File: src/rtl/v_pkg.sv
// Shared types and constants for the vector issue path.
package v_pkg;

  // Functional unit indices; bit positions in issue_unit / unit_busy / unit_done.
  localparam int unsigned UNIT_ALU   = 0;
  localparam int unsigned UNIT_MUL   = 1;
  localparam int unsigned UNIT_RED   = 2;
  localparam int unsigned UNIT_SLDU  = 3;
  localparam int unsigned UNIT_LSU   = 4;
  localparam int unsigned NUM_VUNITS = 5;

  // Width of the scalar operands held in a queue entry.
  localparam int unsigned V_XLEN = 32;

  typedef enum logic [1:0] {
    S_IDLE,
    S_CHECK,
    S_ISSUE
  } seq_state_t;

  typedef struct packed {
    logic [31:0]       instr;
    logic [V_XLEN-1:0] rs1;
    logic [V_XLEN-1:0] rs2;
  } v_entry_t;

endpackage

File: src/rtl/v_instr_fifo.sv
// Synchronous FIFO with occupancy count; head is read combinationally.
module v_instr_fifo #(
  parameter int unsigned DEPTH = 4,
  parameter int unsigned WIDTH = 32
) (
  input  logic                     clk,
  input  logic                     rst,
  input  logic                     push,
  input  logic                     pop,
  input  logic [WIDTH-1:0]         wdata,
  output logic [WIDTH-1:0]         rdata,
  output logic                     full,
  output logic                     empty,
  output logic [$clog2(DEPTH):0]   count
);

  localparam int unsigned AW = $clog2(DEPTH);
  localparam logic [AW:0] CntFull = (AW + 1)'(DEPTH);

  logic [WIDTH-1:0] mem_q [DEPTH];
  logic [AW-1:0]    wptr_q, rptr_q;
  logic [AW:0]      count_q;
  logic             do_push, do_pop;

  assign do_push = push && !full;
  assign do_pop  = pop && !empty;
  assign full    = (count_q == CntFull);
  assign empty   = (count_q == '0);
  assign count   = count_q;
  assign rdata   = mem_q[rptr_q];

  // Entry storage; contents are don't-care until written.
  always_ff @(posedge clk) begin
    if (do_push) mem_q[wptr_q] <= wdata;
  end

  // Pointers wrap naturally because DEPTH is a power of two.
  always_ff @(posedge clk) begin
    if (rst) begin
      wptr_q  <= '0;
      rptr_q  <= '0;
      count_q <= '0;
    end else begin
      if (do_push) wptr_q <= wptr_q + 1'b1;
      if (do_pop)  rptr_q <= rptr_q + 1'b1;
      if (do_push && !do_pop)      count_q <= count_q + 1'b1;
      else if (!do_push && do_pop) count_q <= count_q - 1'b1;
    end
  end

endmodule

File: src/rtl/v_issue_seq.sv
// Vector instruction queue and issue sequencer with register scoreboard.
module v_issue_seq
  import v_pkg::*;
#(
  parameter int unsigned FIFO_DEPTH = 4,
  parameter int unsigned XLEN       = V_XLEN, // queue entries hold V_XLEN-wide operands
  parameter int unsigned VLMAX      = 32
) (
  input  logic                  clk,
  input  logic                  rst,
  input  logic                  instr_valid,
  input  logic [31:0]           instr,
  input  logic [XLEN-1:0]       rs1_data,
  input  logic [XLEN-1:0]       rs2_data,
  output logic                  instr_ready,
  output logic [31:0]           dec_instr,
  input  logic                  dec_is_vconfig,
  input  logic [3:0]            dec_v_alu_op,
  input  logic                  dec_is_mul,
  input  logic [2:0]            dec_v_red_op,
  input  logic [2:0]            dec_v_sldu_op,
  input  logic [3:0]            dec_v_lsu_op,
  input  logic                  dec_is_vstype,
  input  logic [2:0]            dec_v_op_sel_A,
  input  logic [1:0]            dec_v_op_sel_B,
  input  logic [4:0]            dec_vd,
  input  logic [4:0]            dec_vs1,
  input  logic [4:0]            dec_vs2,
  input  logic [10:0]           dec_zimm,
  output logic                  issue_valid,
  output logic [NUM_VUNITS-1:0] issue_unit,
  output logic [31:0]           issue_instr,
  output logic [XLEN-1:0]       issue_rs1,
  output logic [XLEN-1:0]       issue_rs2,
  input  logic                  issue_ready,
  input  logic [NUM_VUNITS-1:0] unit_busy,
  input  logic [NUM_VUNITS-1:0] unit_done,
  output logic [XLEN-1:0]       vl,
  output logic [10:0]           vtype,
  output logic                  illegal_instr,
  output logic                  seq_idle
);

  localparam int unsigned     CntW   = $clog2(FIFO_DEPTH) + 1;
  localparam logic [CntW-1:0] CntOne = CntW'(1);
  localparam logic [XLEN-1:0] VlMaxX = XLEN'(VLMAX);

  seq_state_t state_q, state_d;

  v_entry_t            wr_entry, head;
  logic                full, empty, push, pop;
  logic [CntW-1:0]     count;

  logic [NUM_VUNITS-1:0] unit_sel;
  logic                  hazard, busy, more, handshake, issue_load, cfg_we;
  logic [XLEN-1:0]       avl, vl_new;

  logic [NUM_VUNITS-1:0]      iss_unit_q;
  logic [31:0]                iss_instr_q;
  logic [XLEN-1:0]            iss_rs1_q, iss_rs2_q;
  logic [4:0]                 iss_vd_q;
  logic                       iss_store_q;
  logic [XLEN-1:0]            vl_q;
  logic [10:0]                vtype_q;
  logic [31:0]                pending_q, pending_d;
  logic [NUM_VUNITS-1:0][4:0] unit_vd_q, unit_vd_d;
  logic [NUM_VUNITS-1:0]      unit_vd_vld_q, unit_vd_vld_d;

  assign push           = instr_valid && !full;
  assign instr_ready    = !full;
  assign wr_entry.instr = instr;
  assign wr_entry.rs1   = V_XLEN'(rs1_data);
  assign wr_entry.rs2   = V_XLEN'(rs2_data);

  v_instr_fifo #(
    .DEPTH (FIFO_DEPTH),
    .WIDTH ($bits(v_entry_t))
  ) u_fifo (
    .clk   (clk),
    .rst   (rst),
    .push  (push),
    .pop   (pop),
    .wdata (wr_entry),
    .rdata (head),
    .full  (full),
    .empty (empty),
    .count (count)
  );

  assign dec_instr = empty ? '0 : head.instr;

  // Target unit from decoded head, fixed priority LSU > MUL > RED > SLDU > ALU.
  always_comb begin
    unit_sel = '0;
    if (dec_v_lsu_op != 4'd0)       unit_sel[UNIT_LSU]  = 1'b1;
    else if (dec_is_mul)            unit_sel[UNIT_MUL]  = 1'b1;
    else if (dec_v_red_op != 3'd0)  unit_sel[UNIT_RED]  = 1'b1;
    else if (dec_v_sldu_op != 3'd0) unit_sel[UNIT_SLDU] = 1'b1;
    else if (dec_v_alu_op != 4'd0)  unit_sel[UNIT_ALU]  = 1'b1;
  end

  // RAW on vs1/vs2 (a store reads its data from vs1) and WAW on vd for non-stores.
  always_comb begin
    hazard = (dec_v_op_sel_A == 3'd1 && pending_q[dec_vs1]) ||
             (dec_is_vstype && pending_q[dec_vs1]) ||
             (dec_v_op_sel_B == 2'd1 && pending_q[dec_vs2]) ||
             (!dec_is_vstype && pending_q[dec_vd]);
    busy   = |(unit_sel & unit_busy);
  end

  // vsetvli: rs1=x0 with rd!=x0 requests the maximum length.
  always_comb begin
    avl = XLEN'(head.rs1);
    if (head.instr[19:15] == 5'd0 && head.instr[11:7] != 5'd0) avl = VlMaxX;
    vl_new = (avl > VlMaxX) ? VlMaxX : avl;
  end

  // Entries left after the pop this cycle decide CHECK vs IDLE.
  assign more = (count > CntOne) || push;

  // Sequencer next state and single-cycle controls.
  always_comb begin
    state_d       = state_q;
    pop           = 1'b0;
    cfg_we        = 1'b0;
    issue_load    = 1'b0;
    handshake     = 1'b0;
    illegal_instr = 1'b0;
    unique case (state_q)
      S_IDLE: begin
        if (!empty) state_d = S_CHECK;
      end
      S_CHECK: begin
        if (dec_is_vconfig) begin
          cfg_we  = 1'b1;
          pop     = 1'b1;
          state_d = more ? S_CHECK : S_IDLE;
        end else if (unit_sel == '0) begin
          illegal_instr = 1'b1;
          pop           = 1'b1;
          state_d       = more ? S_CHECK : S_IDLE;
        end else if (!hazard && !busy) begin
          issue_load = 1'b1;
          state_d    = S_ISSUE;
        end
      end
      S_ISSUE: begin
        if (issue_ready) begin
          handshake = 1'b1;
          pop       = 1'b1;
          state_d   = more ? S_CHECK : S_IDLE;
        end
      end
      default: state_d = S_IDLE;
    endcase
  end

  // Scoreboard update: clears from completions first so a same-cycle set wins.
  always_comb begin
    pending_d     = pending_q;
    unit_vd_d     = unit_vd_q;
    unit_vd_vld_d = unit_vd_vld_q;
    for (int unsigned u = 0; u < NUM_VUNITS; u++) begin
      if (unit_done[u] && unit_vd_vld_q[u]) begin
        pending_d[unit_vd_q[u]] = 1'b0;
        unit_vd_vld_d[u]        = 1'b0;
      end
    end
    if (handshake && !iss_store_q) begin
      pending_d[iss_vd_q] = 1'b1;
      for (int unsigned u = 0; u < NUM_VUNITS; u++) begin
        if (iss_unit_q[u]) begin
          unit_vd_d[u]     = iss_vd_q;
          unit_vd_vld_d[u] = 1'b1;
        end
      end
    end
  end

  // State, architectural config and scoreboard registers.
  always_ff @(posedge clk) begin
    if (rst) begin
      state_q       <= S_IDLE;
      vl_q          <= '0;
      vtype_q       <= '0;
      pending_q     <= '0;
      unit_vd_q     <= '0;
      unit_vd_vld_q <= '0;
    end else begin
      state_q       <= state_d;
      pending_q     <= pending_d;
      unit_vd_q     <= unit_vd_d;
      unit_vd_vld_q <= unit_vd_vld_d;
      if (cfg_we) begin
        vl_q    <= vl_new;
        vtype_q <= dec_zimm;
      end
    end
  end

  // Issue payload is captured on entry to S_ISSUE so it stays stable until accepted.
  always_ff @(posedge clk) begin
    if (rst) begin
      iss_unit_q  <= '0;
      iss_instr_q <= '0;
      iss_rs1_q   <= '0;
      iss_rs2_q   <= '0;
      iss_vd_q    <= '0;
      iss_store_q <= 1'b0;
    end else if (issue_load) begin
      iss_unit_q  <= unit_sel;
      iss_instr_q <= head.instr;
      iss_rs1_q   <= XLEN'(head.rs1);
      iss_rs2_q   <= XLEN'(head.rs2);
      iss_vd_q    <= dec_vd;
      iss_store_q <= dec_is_vstype;
    end else if (handshake) begin
      iss_unit_q  <= '0;
    end
  end

  assign issue_valid = (state_q == S_ISSUE);
  assign issue_unit  = iss_unit_q;
  assign issue_instr = iss_instr_q;
  assign issue_rs1   = iss_rs1_q;
  assign issue_rs2   = iss_rs2_q;
  assign vl          = vl_q;
  assign vtype       = vtype_q;
  assign seq_idle    = (state_q == S_IDLE) && (pending_q == '0);

endmodule

File: config.mk
export PLATFORM = sky130hd
export DESIGN_NAME = v_issue_seq
export DESIGN_NICKNAME = d
export VERILOG_FILES = /design/src/rtl/v_pkg.sv /design/src/rtl/v_instr_fifo.sv /design/src/rtl/v_issue_seq.sv
export SDC_FILE = /design/constraint.sdc
export NUM_CORES = 1
export LEC_CHECK = 0
export CORE_AREA = 2 2 208 210
export DETAILED_ROUTE_END_ITERATION = 8
export DIE_AREA = 0 0 210 212
export PLACE_DENSITY = 0.84
export SKIP_LAST_GASP = 1
export SLEW_MARGIN = 20
export SYNTH_ARGS = -nofsm -noshare
export SYNTH_HDL_FRONTEND = slang
export SYNTH_SLANG_ARGS = --single-unit
File: constraint.sdc
create_clock -name clk -period 7.86 [get_ports clk]
set_clock_uncertainty 0.15 [all_clocks]
set_input_delay 1.572 -clock clk [delete_from_list [all_inputs] [get_ports clk]]
set_output_delay 1.572 -clock clk [all_outputs]
set_load 0.1 [all_outputs]
### After elaboration in Yosys (flattened, before gate mapping)

Memory sizes are Yosys's and may differ from the RTL's. A register that Yosys moved wholly into a read port is not among the register bits.
Cells that the tools add are included.

| operators by class | value |
|---|---|
| $add $sub $neg | 4 |
| magnitude comparators | 17 |
| equality and inequality tests | 8 |
| mux-type cells | 77 |
| bitwise operators | 12 |
| reductions and logical operators | 55 |

Operator list:

| operator | count |
|---|---|
| $mux W32 | 9 |
| $and A32 B32 Y32 | 5 |
| $not A32 Y32 | 5 |
| $lt A5 B6 Y1 const B | 9 |
| $mux W1 | 43 |
| $gt A32 B6 Y1 const B | 1 |
| $logic_not A32 Y1 | 1 |
| $or A32 B32 Y32 | 1 |
| $demux W1 S5 | 6 |
| $ge A5 B1 Y1 const B | 6 |
| $logic_and A1 B1 Y1 | 24 |
| $mux W2 | 8 |
| $bmux W1 S5 | 3 |
| $mux W5 | 3 |
| $logic_not A5 Y1 | 2 |
| $reduce_and A2 Y1 | 5 |
| $logic_not A1 Y1 | 8 |
| $reduce_bool A4 Y1 | 2 |
| $mux W3 | 2 |
| $pmux W2 S3 | 1 |
| $reduce_bool A3 Y1 | 2 |
| $and A5 B5 Y5 | 1 |
| $reduce_bool A5 Y1 | 1 |
| $reduce_or A5 Y1 | 1 |
| other kinds (18) | 24 |

| storage, ports and cells | value |
|---|---|
| bits in registers | 221 |
| bits in writable memories | 384 |
| input port bits | 158 |
| output and inout port bits | 180 |
| logic and storage cells | 193 |
| memories | 1 |

Memories:

| name | words | bits a word | read ports | clocked after Yosys merged registers in | write ports | RTL line | text |
|---|---|---|---|---|---|---|---|
| u_fifo.mem_q | 4 | 96 | 1 | 1 | 1 | v_instr_fifo.sv:20 | `logic [WIDTH-1:0] mem_q [DEPTH];` |

### Depth between registers and ports, before layout

Gate-level depths: netlist (run 1).

| logic depth | value |
|---|---|
| word-level depth | 17 |
| gate-level depth with buffers | 11 |
| depth with buffers taken out | 10 |

### By module

Synthesis (run 1) repeated with hierarchy kept, for this count alone.

| second synthesis, totals | value |
|---|---|
| cells, all modules | 1705 |
| area total of the unflattened synthesis | 24364.6 um^2 |

By module, submodules not included:

| module | times used | cells each | area each (um^2) | seq. area each (um^2) |
|---|---|---|---|---|
| v_instr_fifo | 1 | 550 | 14301.2 | 11711.2 |
| v_issue_seq | 1 | 1155 | 10063.4 | 4284.1 |

### Worst setup path before layout (run 1)

OpenSTA, ideal clock, no wires.

| timing | value |
|---|---|
| path type | in2out |
| start | input dec_v_lsu_op[1] |
| end | output illegal_instr |
| data arrival time | 5459 ps |
| required time | 6138 ps |
| path slack | 679 ps |
| stages on the path | 4 |
| buffers on the path | 1 |
| cell sequence | or4_1 -> clkbuf_1 -> or3_1 -> nor4_1 |

| between the ends | value |
|---|---|
| word-level cells in the longest chain between the ends | 6 |
| elaborated cells between the ends (all ways) | 7 |
| those cells by class | mux (5); reduce/logical (2) |

RTL lines:

| element | RTL line | text |
|---|---|---|
| start: declaration | v_issue_seq.sv:22 | `input logic [3:0] dec_v_lsu_op,` |
| $reduce_bool A4 Y1 * | v_issue_seq.sv:95 | `if (dec_v_lsu_op != 4'd0) unit_sel[UNIT_LSU] = 1'b1;` |
| $mux W4 or $mux W1 (tied branches) | v_issue_seq.sv:95 |  |
| $logic_not A5 Y1 * | v_issue_seq.sv:138 | `end else if (unit_sel == '0) begin` |
| $mux W1 * | v_issue_seq.sv:138 |  |
| $mux W1 * | v_issue_seq.sv:134 | `if (dec_is_vconfig) begin` |
| $mux W1 * | v_issue_seq.sv:129 | `unique case (state_q)` |
| end: declaration | v_issue_seq.sv:40 | `output logic illegal_instr,` |

Mark *: on every way between the ends. The rest lies on a longest branch, timed or not.

### Final worst setup path (run 1)

Ends and elaborated chain as after synthesis.

==> flow_summary.toml, run 1 <==
[clock_network]
clock_latency_ns = 0.62
postCtsHoldBufs = 0
clockRootBuffer = "clkbuf_16"
post-cts-setup-buffers = 0
clk_path_buf_depth = 3
htree_levels = 2
cts_resized = 0
cts_buffers = 59
clk_pin_slew_worst_paths_ns = 0.06
cts_tree = "built"
clock_sinks = 607

[power]
p_leak_nw = 9.57
peakVddDrop_uv = 231
power_mw = 8.35
power.density_mw_per_mm2 = 276

[setup_path]
path_max_fanout = 7
slowest_delay_ns = 1.18
crit_chain = "clkdlybuf4s50_1 -> or4_1 -> or3_1 -> nor4_1 -> clkdlybuf4s50_1"
cp_top_family = "buffers and inverters"
worst_ep_arrival_time_ns = 4.55
worstPathRequired_ns = 6.14
cp-start-kind = "primary input"
crit_slowest_cell = "clkdlybuf4s50_1"
critPathKind = "in -> out"
endpoint_kind = "output pin"
crit_buf_inv = 2
crit_path_frequent_cell = "clkdlybuf4s50_1"

[route]
dr.pass1.iters = 5
routed_wl_mm = 73.2
drc = 0
drt_iter0_drc = 2054
routedWlPerCell_um = 27.1
vias = 17800
drt.antenna.violating_nets = 0
detail_route.vias_per_cell = 6.60

[logic_synthesis]
synth_edf_count = 384
post-synth-top-count-cell = "edfxtp_1"
synth_commonest_cells = "384 x edfxtp_1, 223 x dfxtp_1, 190 x a21oi_1"
avgSynthCellArea_sq_um = 13.5
synth.net_count = 1990
syn-cell-area_sq_mm = 0.0246
synth_warnings = 0
synth.area.top_cells = "edfxtp_1 47%, dfxtp_1 18%, mux4_2 10%"
synth_top_area_share = 0.468
async_flop_share = 0
synth_cell_type_count = 60
synth_flop_cell = "edfxtp_1"
seq_area_frac_synth = 0.650
ys_seq_elements = 607
netlist_instances = 1820
synth.largest_area_cell = "edfxtp_1"

[final_layout]
drive_gt1_frac = 0.113
seq_area_sq_mm = 0.0160
finalNetCount = 2271
multi_input_area_sq_mm = 0.00804
syn_to_final_growth_pct = 22.9
final_area_sq_mm = 0.0303
final.fill_count = 2685
finalNonFillerCells = 2702

[timing]
layout_min_cycle_time_ns = 6.27
rsz0062_at_grt = "false"
maxSlewHeadroom = 0.234
slew_violations = 0
min_period_over_period = 0.798
setup_violations = 0
setup_tns_ns = 0
max_freq_ghz = 0.159
hold_viol = 0
tightestPinTransition_ns = 1.14

[place]
io_buffers = 337
dpl.cell_count = 2586
place.gp.congestion = 0.922
place_area_sq_mm = 0.0283
dp_hpwl_mm = 44.5

[grt]
use_met1 = 0.422
grtUsageMet2 = 0.521
overflow = 0
antenna_found_initial = 10
grt_pass1_wl_mm = 108
grtUsageMet3 = 0.0814
grt_pass1_vias = 17600
grt_max_degree = 111
grt.busiest_layer = "met2"
track_usage = 0.325

[floorplan]
rows = 76
core_sq_mm = 0.0425
die_y_um = 212
start_util = 0.579
die_area_sq_mm = 0.0445
fp.dieW_um = 210
pin_count = 338

[min_path]
hold_path_class = "reg -> reg"

[outcome]
status = "complete, no violations"

[job]
cap_violations = 0
## layer usage
layer,part of all wire,wire (um)
met5,0.00061,45
met4,0.042,3110
met3,0.10,7520
met2,0.48,35500
met1,0.37,27100
## final cells by class
| cell class | instances | share of cell area |
|---|---|---|
| sequential | 607 | 0.529 |
| multi-input combinational | 1064 | 0.266 |
| timing repair buffer | 355 | 0.116 |
| clock buffer | 88 | 0.0561 |
| tap | 546 | 0.0226 |
| clock inverter | 21 | 0.00827 |
| inverter | 14 | 0.00174 |
| antenna | 7 | 0.000579 |
## placed cells by master (no fill, tap or decap), drive strengths merged, types with 6 or more instances in the layout
| master | instances |
|---|---|
| nand4b | 10 |
| diode | 7 |
| edfxtp | 384 |
| mux4 | 120 |
| buf | 19 |
| nor3b | 6 |
| nand3b | 16 |
| or3 | 16 |
| a22oi | 6 |
| nand2b | 9 |
| nor3 | 37 |
| o22ai | 62 |
| ha | 12 |
| dfxtp | 223 |
| clkdlybuf4s50 | 336 |
| mux2i | 7 |
| and3 | 16 |
| inv | 16 |
| o21ai | 137 |
| and2 | 52 |
| nor2 | 70 |
| nand2 | 78 |
| a21oi | 190 |
| nand4 | 10 |
| nand3 | 135 |
| nor4 | 24 |
| or3b | 7 |
| clkinv | 13 |
| clkbuf | 88 |
## cells by family (layout without fill, tap and decap cells)
family,Yosys count,in the layout,share of synthesized area
flip-flops,607,607,0.650
AND/OR/NAND/NOR,495,495,0.105
AO/OA/AOI/OAI,425,425,0.0965
buffers and inverters,149,478,0.0267
multiplexers,129,129,0.115
adder cells (fa/ha/maj),12,12,0.00610
XOR/XNOR,3,3,0.00107
other,0,7,0
## final timing paths
kind	cells after the start	slack [ns]	startpoint	end
setup / recovery	5	1.59	dec_v_lsu_op[1]	illegal_instr
hold / removal	2	0.30	vtype[6]	vtype[6]
setup reg to reg	7	3.87	pending_q[3]	issue_rs2[10]
hold reg to reg	2	0.30	vtype[6]	vtype[6]
## registers in the layout, indices dropped and copies added (netlist names), named ones only
register / flops
unit_vd_vld_q: 5
u_fifo.count: 3
issue_rs2: 32
iss_vd_q: 5
pending_q: 32
vl: 32
state_q: 2
issue_rs1: 32
vtype: 11
issue_unit: 5
iss_store_q: 1
issue_instr: 32
u_fifo.mem_q: 384
unit_vd_q: 25
u_fifo.rptr_q: 2
u_fifo.wptr_q: 2
## report_power, final
| part | total [mW] | leakage, nW | switching (mW) | internal (mW) |
|---|---|---|---|---|
| Combinational | 1.80 | 3.30 | 1.32 | 0.476 |
| Clock | 2.84 | 0.953 | 1.19 | 1.66 |
| Sequential | 3.71 | 5.32 | 0.0851 | 3.63 |
| Total | 8.35 | 9.57 | 2.59 | 5.76 |
## per-stage QoR
step	worst slack, ns	hold WS (ns)	util
6_report	1.59	0.304	0.712
5_1_grt	1.51	0.327	0.712
4_1_cts	1.58	0.307	0.712
3_5_place_dp	1.58	0.298	0.666
3_3_place_gp	1.58	0.293	0.666
2_1_floorplan	0.679	0.305	-
## tightest hold or removal path, cell delays in order (launching register included)
cell and delay [ns]:
dfxtp_1 0.31, nand2_1 0.05, a21oi_1 0.05
Power figures use the tool's default switching activity.
==> run 2, diff against run 1 <==
- CORE_AREA: 2 2 208 210 -> 2 2 225 227
- DIE_AREA: 0 0 210 212 -> 0 0 227 229
- PLACE_DENSITY: 0.84 -> 0.76
- clock period: 7.86 -> 5.6 ns (I/O delays scaled with it)
==> flow_summary.toml, run 2 (synthesis gave the netlist of run 1 again) <==
[floorplan]
start_util = 0.496
pin_count = 338
core_sq_mm = 0.0497
die_area_sq_mm = 0.0520
fp.dieW_um = 227
die_y_um = 229
rows = 82

[timing]
min_period_over_period = 0.841
setup_tns_ns = 0
hold_viol = 0
setup_violations = 0
tightestPinTransition_ns = 1.19
setup_ws_ns = 0.893
rsz0062_at_grt = "false"
slew_violations = 0
layout_min_cycle_time_ns = 4.71
max_freq_ghz = 0.212
maxSlewHeadroom = 0.202

[route]
drt.antenna.violating_nets = 0
vias = 17600
dr.pass1.iters = 5
drc = 0
routedWlPerCell_um = 25.5
drt_iter0_drc = 2115
detail_route.vias_per_cell = 6.19
routed_wl_mm = 72.4

[clock_network]
cts_buffers = 60
clock_sinks = 607
post-cts-setup-buffers = 0
cts_tree = "built"
cts_resized = 0
clk_pin_slew_worst_paths_ns = 0.06
clockRootBuffer = "clkbuf_16"
clock_latency_ns = 0.61
htree_levels = 2
clk_path_buf_depth = 3
postCtsHoldBufs = 0

[power]
switching_share = 0.304
p_leak_nw = 9.73
power.internal_mw = 8.35
p_switching_mw = 3.65
combPwrFrac = 0.211
power.density_mw_per_mm2 = 390
p_clk_frac = 0.355
peakVddDrop_uv = 339
p_seq_frac = 0.434

[setup_path]
worstPathRequired_ns = 4.33
r2r_setup_slack_ns = 1.81
critPathKind = "reg -> out"
worst_ep_arrival_time_ns = 3.44
crit_slowest_cell = "clkdlybuf4s50_1"
path_max_fanout = 26
slowest_delay_ns = 1.06
cp-start-kind = "flip-flop"
endpoint_kind = "output pin"
crit_chain = "buf_12 -> mux4_2 -> and2_1 -> clkdlybuf4s50_1"
cp_top_family = "buffers and inverters"
crit_buf_inv = 2

[grt]
track_usage = 0.275
grt_pass1_vias = 17300
overflow = 0
grt_pass1_wl_mm = 107
antenna_found_initial = 15
grt_max_degree = 109

[place]
dpl.cell_count = 2720
place.gp.congestion = 1.01
io_buffers = 337
preCtsSetupSlack_ns = 0.837
dp_hpwl_mm = 45.9
place_area_sq_mm = 0.0286

[final_layout]
top_register = "u_fifo.mem_q"
finalNonFillerCells = 2842
largest_reg_flops = 384
layout.cells.most_common = "edfxtp_1"
syn_to_final_growth_pct = 24.9
utilization = 0.619
drive_gt1_frac = 0.124
finalNetCount = 2280
final_area_sq_mm = 0.0307
mostFrequentLayoutCells = "384 x edfxtp_1, 328 x clkdlybuf4s50_1, 221 x dfxtp_1"

[outcome]
status = "complete, no violations"

[min_path]
hold_path_class = "reg -> reg"

[job]
cap_violations = 0
## run 2: power by group through the flow
stage | logic (mW) | clock network [mW] | registers, mW
final | 2.53 | 4.26 | 5.21
after global routing | 2.62 | 4.49 | 5.23
after CTS | 2.53 | 4.31 | 5.21
after detailed placement | 2.52 | 0 | 5.30
after global placement | 2.49 | 0 | 5.27
after floorplan | 1.37 | 0 | 5.67
## run 2: area by class of cell
class,count,area [sq um]
repair buffers,363,3670
clock buffers,86,1700
inverters,14,52.6
clock inverters,27,413
flip-flops and latches,607,16000
multi-input cells,1064,8050
diodes,9,22.5
fillers,3714,18900
well taps,672,841
## run 2: worst register-to-register path, stage by stage (launching register included)
cell and delay (ns):
dfxtp_4 0.70, buf_4 0.67, mux4_2 0.66, nor4_1 0.35, nand4_1 0.20, a2111oi_2 0.70, a22oi_1 0.17, nor2_1 0.12
## run 2: final timing paths
path                            startpoint      endpoint  depth (start not counted)
worst max-delay path             flip-flop  dec_instr[5]                          4
worst min-delay path              vtype[4]      vtype[4]                          2
worst max register to register   flip-flop         vl[3]                          7
worst min register to register    vtype[4]      vtype[4]                          2
## run 2: layer usage
metal	part of all wire	up-vias	global-route usage
met5	0.0014	-	0
met1	0.38	8778	0.354
li1	-	7661	-
met3	0.092	198	0.0702
met4	0.038	14	0.108
met2	0.49	934	0.447
## run 2: metrics by stage
stage	hold WS, ns	total power [mW]
finish	0.308	12.0
global route	0.314	12.3
CTS	0.307	12.1
detailed placement	0.298	7.81
global placement	0.291	7.77
floorplan	0.305	7.05
